==> config.mk <==
export PLATFORM = sky130hd
export DESIGN_NAME = uart_loader
export DESIGN_NICKNAME = d
export VERILOG_FILES = /design/src/rtl/uart_loader_pkg.sv /design/src/rtl/loader_timeout.sv /design/src/rtl/uart_loader.sv
export SDC_FILE = /design/constraint.sdc
export NUM_CORES = 1
export LEC_CHECK = 0
export CELL_PAD_IN_SITES_DETAIL_PLACEMENT = 1
export CELL_PAD_IN_SITES_GLOBAL_PLACEMENT = 1
export CORE_ASPECT_RATIO = 0.9
export CORE_MARGIN = 2
export CORE_UTILIZATION = 40
export CTS_CLUSTER_DIAMETER = 200
export DETAILED_ROUTE_END_ITERATION = 16
export PLACE_DENSITY = 0.69
export SLEW_MARGIN = 20
export SYNTH_ARGS = -nofsm -noshare
export SYNTH_HDL_FRONTEND = slang
export SYNTH_HIERARCHICAL = 1
export SYNTH_SLANG_ARGS = --single-unit
==> constraint.sdc <==
create_clock -name i_clk -period 5.5 [get_ports i_clk]
set_input_delay 0.55 -clock i_clk [delete_from_list [all_inputs] [get_ports i_clk]]
set_output_delay 0.55 -clock i_clk [all_outputs]
set_load 0.01 [all_outputs]
==> src/rtl/uart_loader_pkg.sv <==
// Shared constants and FSM state encoding for the UART firmware loader.
package uart_loader_pkg;

  localparam logic [7:0] SYNC_BYTE = 8'hA5;
  localparam logic [7:0] CMD_WRITE = 8'h01;
  localparam logic [7:0] CMD_RUN   = 8'h02;
  localparam logic [7:0] CMD_HALT  = 8'h03;

  typedef enum logic [2:0] {
    ST_SYNC,
    ST_CMD,
    ST_ADDR,
    ST_LEN,
    ST_DATA,
    ST_CSUM
  } state_t;

endpackage

==> src/rtl/loader_timeout.sv <==
// Inter-byte watchdog: reloads on kick or while disarmed, pulses expired when it runs out.
module loader_timeout #(
  parameter int unsigned TIMEOUT_CYCLES = 300000
) (
  input  logic i_clk,
  input  logic i_rst,
  input  logic kick,
  input  logic arm,
  output logic expired
);

  localparam int unsigned CW = $clog2(TIMEOUT_CYCLES + 1);
  localparam logic [CW-1:0] LOAD = CW'(TIMEOUT_CYCLES);

  logic [CW-1:0] cnt;

  always_ff @(posedge i_clk or posedge i_rst) begin
    if (i_rst) begin
      cnt     <= LOAD;
      expired <= 1'b0;
    end else begin
      expired <= 1'b0;
      if (kick || !arm) begin
        cnt <= LOAD;
      end else if (cnt == CW'(1)) begin
        cnt     <= LOAD;
        expired <= 1'b1;
      end else begin
        cnt <= cnt - CW'(1);
      end
    end
  end

endmodule

==> src/rtl/uart_loader.sv <==
// Parses framed packets from the UART byte stream, writes program words to memory
// and controls the core reset.
module uart_loader
  import uart_loader_pkg::*;
#(
  parameter int unsigned TIMEOUT_CYCLES = 300000
) (
  input  logic        i_clk,
  input  logic        i_rst,
  input  logic [7:0]  i_rx_data,
  input  logic        i_rx_valid,
  output logic        o_mem_valid,
  output logic [31:0] o_mem_addr,
  output logic [31:0] o_mem_wdata,
  output logic [3:0]  o_mem_wstrb,
  input  logic        i_mem_ready,
  output logic        o_cpu_rst,
  output logic        o_busy,
  output logic        o_done,
  output logic        o_err
);

  state_t      state_q, state_d;
  logic [1:0]  idx_q, idx_d;
  logic [31:0] addr_ptr_q, addr_ptr_d;
  logic [7:0]  len_lo_q, len_lo_d;
  logic [15:0] words_q, words_d;
  logic [7:0]  sum_q, sum_d;
  logic [23:0] asm_q, asm_d;
  logic        run_req_q, run_req_d;
  logic        mem_valid_d, cpu_rst_d, busy_d, done_d, err_d;
  logic [31:0] mem_addr_d, mem_wdata_d;
  logic [3:0]  mem_wstrb_d;
  logic        expired;

  loader_timeout #(.TIMEOUT_CYCLES(TIMEOUT_CYCLES)) u_timeout (
    .i_clk   (i_clk),
    .i_rst   (i_rst),
    .kick    (i_rx_valid),
    .arm     (state_q != ST_SYNC),
    .expired (expired)
  );

  // State and output registers
  always_ff @(posedge i_clk or posedge i_rst) begin
    if (i_rst) begin
      state_q     <= ST_SYNC;
      idx_q       <= 2'd0;
      addr_ptr_q  <= 32'd0;
      len_lo_q    <= 8'd0;
      words_q     <= 16'd0;
      sum_q       <= 8'd0;
      asm_q       <= 24'd0;
      run_req_q   <= 1'b0;
      o_mem_valid <= 1'b0;
      o_mem_addr  <= 32'd0;
      o_mem_wdata <= 32'd0;
      o_mem_wstrb <= 4'h0;
      o_cpu_rst   <= 1'b1;
      o_busy      <= 1'b0;
      o_done      <= 1'b0;
      o_err       <= 1'b0;
    end else begin
      state_q     <= state_d;
      idx_q       <= idx_d;
      addr_ptr_q  <= addr_ptr_d;
      len_lo_q    <= len_lo_d;
      words_q     <= words_d;
      sum_q       <= sum_d;
      asm_q       <= asm_d;
      run_req_q   <= run_req_d;
      o_mem_valid <= mem_valid_d;
      o_mem_addr  <= mem_addr_d;
      o_mem_wdata <= mem_wdata_d;
      o_mem_wstrb <= mem_wstrb_d;
      o_cpu_rst   <= cpu_rst_d;
      o_busy      <= busy_d;
      o_done      <= done_d;
      o_err       <= err_d;
    end
  end

  // Next-state and next-output logic
  always_comb begin
    state_d     = state_q;
    idx_d       = idx_q;
    addr_ptr_d  = addr_ptr_q;
    len_lo_d    = len_lo_q;
    words_d     = words_q;
    sum_d       = sum_q;
    asm_d       = asm_q;
    run_req_d   = run_req_q;
    mem_valid_d = o_mem_valid;
    mem_addr_d  = o_mem_addr;
    mem_wdata_d = o_mem_wdata;
    cpu_rst_d   = o_cpu_rst;
    done_d      = 1'b0;
    err_d       = o_err;

    if (o_mem_valid && i_mem_ready) begin
      mem_valid_d = 1'b0;
    end

    if (run_req_q && !o_mem_valid) begin
      cpu_rst_d = 1'b0;
      run_req_d = 1'b0;
    end

    if (i_rx_valid) begin
      case (state_q)
        ST_SYNC: begin
          if (i_rx_data == SYNC_BYTE) begin
            state_d = ST_CMD;
            err_d   = 1'b0;
          end
        end
        ST_CMD: begin
          idx_d   = 2'd0;
          sum_d   = 8'd0;
          state_d = ST_SYNC;
          case (i_rx_data)
            CMD_WRITE: state_d = ST_ADDR;
            CMD_RUN:   run_req_d = 1'b1;
            CMD_HALT: begin
              cpu_rst_d = 1'b1;
              run_req_d = 1'b0;
            end
            default:   err_d = 1'b1;
          endcase
        end
        ST_ADDR: begin
          addr_ptr_d = {i_rx_data, addr_ptr_q[31:8]};
          idx_d      = idx_q + 2'd1;
          if (idx_q == 2'd3) begin
            addr_ptr_d[1:0] = 2'b00;
            state_d         = ST_LEN;
          end
        end
        ST_LEN: begin
          len_lo_d = i_rx_data;
          idx_d    = idx_q + 2'd1;
          if (idx_q[0]) begin
            idx_d   = 2'd0;
            words_d = {i_rx_data, len_lo_q};
            state_d = ({i_rx_data, len_lo_q} == 16'd0) ? ST_CSUM : ST_DATA;
          end
        end
        ST_DATA: begin
          sum_d = sum_q + i_rx_data;
          asm_d = {i_rx_data, asm_q[23:8]};
          idx_d = idx_q + 2'd1;
          if (idx_q == 2'd3) begin
            // A word arriving while the previous one is still unaccepted is lost
            if (o_mem_valid && !i_mem_ready) begin
              err_d = 1'b1;
            end else begin
              mem_valid_d = 1'b1;
              mem_addr_d  = addr_ptr_q;
              mem_wdata_d = {i_rx_data, asm_q};
              addr_ptr_d  = addr_ptr_q + 32'd4;
            end
            words_d = words_q - 16'd1;
            if (words_q == 16'd1) begin
              state_d = ST_CSUM;
            end
          end
        end
        ST_CSUM: begin
          if (i_rx_data == sum_q) begin
            done_d = 1'b1;
          end else begin
            err_d = 1'b1;
          end
          state_d = ST_SYNC;
        end
        default: state_d = ST_SYNC;
      endcase
    end else if (expired && state_q != ST_SYNC) begin
      state_d = ST_SYNC;
      err_d   = 1'b1;
    end

    busy_d      = (state_d != ST_SYNC) || mem_valid_d;
    mem_wstrb_d = mem_valid_d ? 4'hF : 4'h0;
  end

endmodule

# ---- Yosys cells after proc, flatten, opt, wreduce, memory -nomap -nowiden
# Cells that the tools add are included.
dict set report totals {
  reg_bits 187
  latchBits 0
  ram_bits 0
  rom_bits 0
  input_bits 12
  output_inout_bits 73
  elab_cells 123
  n_memories 0
}
dict set report classes {
  add_sub_neg 5
  mul 0
  div 0
  order_cmp 0
  n_eq_ne 22
  shift 0
  mux 49
  bitwise_logic 1
  n_reduce_logical 28
}
# op n
set ops {}
lappend ops {{$mux W32} 2}
lappend ops {{$pmux W32 S2} 1}
lappend ops {{$mux W19} 2}
lappend ops {{$add A32 B3 Y32 const B} 1}
lappend ops {{$mux W16} 2}
lappend ops {{$pmux W16 S2} 1}
lappend ops {{$mux W1} 25}
lappend ops {{$mux W3} 7}
lappend ops {{$eq A19 B1 Y1 const B} 1}
lappend ops {{$sub A19 B1 Y19 const B} 1}
lappend ops {{$eq A16 B1 Y1 const B} 1}
lappend ops {{$eq A8 B2 Y1 const B} 2}
lappend ops {{$logic_not A16 Y1} 1}
lappend ops {{$pmux W8 S2} 1}
lappend ops {{$sub A16 B1 Y16 const B} 1}
lappend ops {{$ne A3 B3 Y1 const B} 5}
lappend ops {{$pmux W3 S5} 1}
lappend ops {{$reduce_and A4 Y1} 3}
lappend ops {{$reduce_bool A3 Y1} 3}
lappend ops {{$add A8 B8 Y8} 1}
lappend ops {{$eq A8 B1 Y1 const B} 1}
lappend ops {{$eq A8 B8 Y1} 1}
lappend ops {{$eq A8 B8 Y1 const B} 1}
lappend ops {{$reduce_and A2 Y1} 4}
lappend ops {{other kinds (21)} 36}

# ---- Longest topological paths before layout
dict set report depth {
  ltp_word 7
  mapped_depth 10
  ltp_nobuf 8
}

# ---- Cells and area by module
# Netlist, hierarchy kept.
# mod instances cells_per_inst area_each_um2 seq_area_each_um2
set modules_own_cells {}
lappend modules_own_cells {uart_loader 1 789 7878.8 4080.2}
lappend modules_own_cells {loader_timeout 1 100 1021.0 510.5}

# ---- Least setup slack after synthesis
# No wires, ideal clock.
dict set report synth_path {
  path_kind {in2reg}
  startpoint {input port i_rx_data[6]}
  endpoint {register o_busy}
  setup_time_ps 64
  arrival_time_ps 2024
  required_time_ps 5436
  path_slack_ps 3412
  stages 5
  path_buffers 0
  path_cell_list {or3_1 > or4_4 > or4_4 > a21oi_2 > or4_1}
}
dict set report synth_via {
  word_cells_on_any_way 11
  classes_between {2 x eq/ne; 6 x mux; 3 x reduce/logical}
}
# element line_no
set synth_lines {}
lappend synth_lines {{start, declared} uart_loader.sv:10} ;# input logic [7:0] i_rx_data,
lappend synth_lines {{$eq A8 B1 Y1 or $eq A8 B8 Y1 (tied branches)} {uart_loader.sv:121, uart_loader.sv:112}}
lappend synth_lines {{$mux W2 or $mux W3 (tied branches)} {uart_loader.sv:121, uart_loader.sv:112}}
lappend synth_lines {{$pmux W3 S5 *} uart_loader.sv:110} ;# case (state_q)
lappend synth_lines {{$mux W3 *} uart_loader.sv:109} ;# if (i_rx_valid) begin
lappend synth_lines {{net state_d[1]} uart_loader.sv:23} ;# state_t state_q, state_d;
lappend synth_lines {{$reduce_bool A3 Y1 *} uart_loader.sv:183} ;# busy_d = (state_d != ST_SYNC) || mem_valid_d;
lappend synth_lines {{$logic_or A1 B1 Y1 *} uart_loader.sv:183}
lappend synth_lines {{net busy_d} uart_loader.sv:31} ;# logic mem_valid_d, cpu_rst_d, busy_d, done_d, err_d;
lappend synth_lines {{end signal, assigned} uart_loader.sv:77} ;# o_busy <= busy_d;
lappend synth_lines {{end, declared} uart_loader.sv:18} ;# output logic o_busy,
# The timed path passes the listed nets; every way through them passes the cells marked *.
# A chain may end at the register's enable or synchronous reset.

# ---- Worst setup path in the final report
dict set report layout_path {
  startpoint {register state_q[0]}
  endpoint {register sum_q[7]}
}
dict set report layout_via {
  elab_chain_cells 3
  word_cells_on_any_way 5
  classes_between {2 x eq/ne; 1 x mux; 2 x reduce/logical}
}
# element line_no
set layout_rtl {}
lappend layout_rtl {{start, declared} uart_loader.sv:23}
lappend layout_rtl {{start signal, assigned} uart_loader.sv:64} ;# state_q <= state_d;
lappend layout_rtl {{$eq A3 B3 Y1 or $eq A3 B1 Y1 (tied branches)} uart_loader.sv:110}
lappend layout_rtl {{$reduce_bool A2 Y1 (no source line)} n/a}
lappend layout_rtl {{$reduce_and A2 Y1 (no source line)} n/a}
lappend layout_rtl {{end signal, assigned} uart_loader.sv:69} ;# sum_q <= sum_d;
lappend layout_rtl {{end, declared} uart_loader.sv:28} ;# logic [7:0] sum_q, sum_d;
# Parallel ways exist; a longest one is shown, timed or not.

==> impl_metrics.env <==
export IMPL_worst_pin_slew_ps=903
export IMPL_crit_path_frequent_cell="buf_4"
export IMPL_peakVddDrop_uv=205
export IMPL_synth_edf_count=0
export IMPL_dr_pass1_iters=6
export IMPL_start_kind="register"
export IMPL_hp_class="register to register"
export IMPL_nets=970
export IMPL_cts_made_buffers=17
export IMPL_crit_fanout=79
export IMPL_dpl_instance_area_um2=9910
export IMPL_vias=6974
export IMPL_grt_pass1_wl_um=38800
export IMPL_cts_sinks=183
export IMPL_clkTransAtPathRegs_ps=80
export IMPL_finalPower_mw=3.31
export IMPL_critPathTopFamily="buffers and inverters"
export IMPL_synth_seq_area_share_pct=51.6
export IMPL_synthCells=889
export IMPL_clkLatencyLatePin_ps=440
export IMPL_cts_resized=0
export IMPL_clockBufferDepth=2
export IMPL_setup_violations_final=0
export IMPL_synth_compound_area_share_pct=13.0
export IMPL_finalWirelength_um=23300
export IMPL_die_width_um=161
export IMPL_gr_total_overflow=0
export IMPL_synth_simple_area_share_pct=18.7
export IMPL_reg2reg_from="state_q[0]"
export IMPL_fin_tns_setup_ps=0
export IMPL_skew_ps=13.8
export IMPL_cts_setup_buffers=0
export IMPL_initial_core_util_pct=40.9
export IMPL_finalHoldViolCount=0
export IMPL_antenna_found_initial=0
export IMPL_cp_end_kind="register"
export IMPL_synthMuxAreaShare_pct=8.86
export IMPL_path_cells="nor3b_4 > buf_4 > nand2_1 > buf_4 > o211ai_1 > o31ai_1"
export IMPL_yosys_warnings=6
export IMPL_ff2ff_setup_slack_ps=2530
export IMPL_synth_most_common_cell="dfrtp_1"
export IMPL_synth_area_per_cell_um2=10.0
export IMPL_maxCapViolations=0
export IMPL_synth_top_family_by_area="simple AND/OR/NAND/NOR gates"
export IMPL_synth_commonest_cells="dfrtp_1, nand2_1, mux2_2, nor2_1, a21oi_1"
export IMPL_grt_use_total_pct=20.6
export IMPL_critPathBufInv=2
export IMPL_rsz0062_at_grt="false"
export IMPL_final_cell_area_um2=10500
export IMPL_r2r_end="sum_q[7]"
export IMPL_ys_seq_elements=183
export IMPL_status="finished clean"
export IMPL_n_fill_cell=2438
export IMPL_coreArea_um2=21800
export IMPL_critical_path_class="register to register"
export IMPL_drc_errors=0
export IMPL_drtAntennaViolNets=0
export IMPL_drive_gt1_share_pct=14.4
export IMPL_die_area_um2=23500
export IMPL_grt_max_degree=80
export IMPL_grt_pass1_vias=7221
export IMPL_die_h_um=146
export IMPL_drtIter0Drc=386
export IMPL_clockRootBuffer="clkbuf_16"
export IMPL_avgViaCountPerCell=5.59
export IMPL_async_reset_ff_share_pct=100
export IMPL_syn_nets=916
export IMPL_synthAdderAreaFrac_pct=2.19
export IMPL_ys_types=66
export IMPL_syn_area_um2=8900
export IMPL_critPathRequiredTime_ps=5810
export IMPL_synth_xor_area_share_pct=1.77
export IMPL_ff2ff_path_depth=6
export IMPL_globalplace_congestion=0.823
export IMPL_rows=51
export IMPL_yosys_area_top_type="dfrtp_1"
export IMPL_portBuffers=84
export IMPL_hpwl_um=15800
export IMPL_cts_max_level=4
export IMPL_cts_tree="built"
export IMPL_hold_start="asm_q[5]"
export IMPL_ys_top_cells_by_area="dfrtp_1, mux2_2, nand2_1"
export IMPL_slew_headroom_pct=39.8
export IMPL_power_density_nw_per_um2=315
export IMPL_maxSlewViolCount=0
export IMPL_holdPathEnd="asm_q[5]"
export IMPL_fin_crit_ps=2970
export IMPL_holdPathStages=2
export IMPL_worst_path_stages=6
export IMPL_max_freq_ghz=0.337
export IMPL_cp_slowest_cell="nand2_1"
export IMPL_antenna_cells=0
export IMPL_syn_to_final_growth_pct=18.0
export IMPL_ctsHoldBuffers=0
export IMPL_pin_count=85
export IMPL_fin_crit_sh_pct=54.0
export IMPL_crit_arrival_ps=3280
export IMPL_synth_main_ff_cell="dfrtp_1"
export IMPL_synth_top_area_share_pct=48.9
export IMPL_max_stage_delay_ps=660
export IMPL_cellLeakagePower_nw=4.71
export IMPL_route_detailed_wl_per_inst_um=18.7
per-stage QoR:
step | worst slack, ps | util, % | cells | hold WS [ps]
after floorplan | 547 | - | 889 | 442
after global placement | 2440 | 45.5 | 1215 | 459
after detailed placement | 2350 | 45.5 | 1215 | 466
after CTS | 2500 | 48.3 | 1247 | 486
after global routing | 2270 | 48.3 | 1247 | 504
final | 2530 | 48.3 | 1247 | 477
worst register-to-register path, stage by stage, from the launching register on:
cell      delay [ps]
dfrtp_1          550
nor3b_4          270
buf_4            630
nand2_1          670
buf_4            430
o211ai_1         200
o31ai_1          100
cell type report:
cell class,count,area [um^2],area share (%)
Multi-Input combinational cell,631,3980,37.9
Sequential cell,183,4590,43.7
Clock inverter,13,150,1.43
Clock buffer,19,443,4.22
Timing Repair Buffer,93,908,8.65
Tap cell,291,364,3.47
Inverter,17,68.8,0.655
report_power, final:
part           total, mW  switching [mW]  internal, mW
logic              0.405           0.214         0.191
clock network       1.25           0.584         0.662
registers           1.66           0.185          1.47
total               3.31           0.983          2.33
worst max-delay path by stage:
stage,start,end
after floorplan,i_rst,addr_ptr_q[0]
after global placement,i_mem_ready,addr_ptr_q[25]
after detailed placement,i_rx_data[1],sum_q[7]
after CTS,state_q[0],sum_q[7]
after global routing,state_q[0],sum_q[7]
final,state_q[0],sum_q[7]
sequential cells by signal (all words and copies together) (netlist names), 2 cells and up:
| signal | cells |
|---|---|
| addr_ptr_q | 32 |
| asm_q | 24 |
| idx_q | 2 |
| len_lo_q | 8 |
| o_mem_addr | 32 |
| o_mem_wdata | 32 |
| state_q | 3 |
| sum_q | 8 |
| u_timeout/cnt | 19 |
| words_q | 16 |
layer usage:
layer | up-vias | routed length [um] | part of all wire, % | global-route usage (%)
met5 | - | 0 | 0 | 0
met4 | 0 | 345 | 1.5 | 5.85
met3 | 25 | 769 | 3.3 | 3.02
met2 | 131 | 10900 | 47 | 32.2
met1 | 3555 | 11300 | 48 | 29.9
li1 | 3263 | - | - | -
cell usage in the layout (no fill, tap or decap), drive strengths merged, types with 4 or more instances in the layout:
cell type        n
clkbuf          19
o22ai           12
or4              7
clkdlybuf4s50   84
nor4            12
nand4           10
nand2b           5
and2             8
dfrtp          174
buf              9
a21oi           61
dfstp            9
o31ai            6
inv             26
or3              5
nand3           38
and3            11
nor3            19
a31oi           13
nor2            63
nor3b            7
mux2            70
a2bb2oi          6
xor2            15
o22a            13
o21ai           49
nand2          140
and4             4
ha              14
cell families after synthesis:
logic type,count (synthesis)
adder cells (fa/ha/maj),15
AND/OR/NAND/NOR,340
XOR/XNOR,18
multiplexers,70
flip-flops,183
buffers and inverters,75
AO/OA/AOI/OAI,188
(Power assumes the default switching activity.)
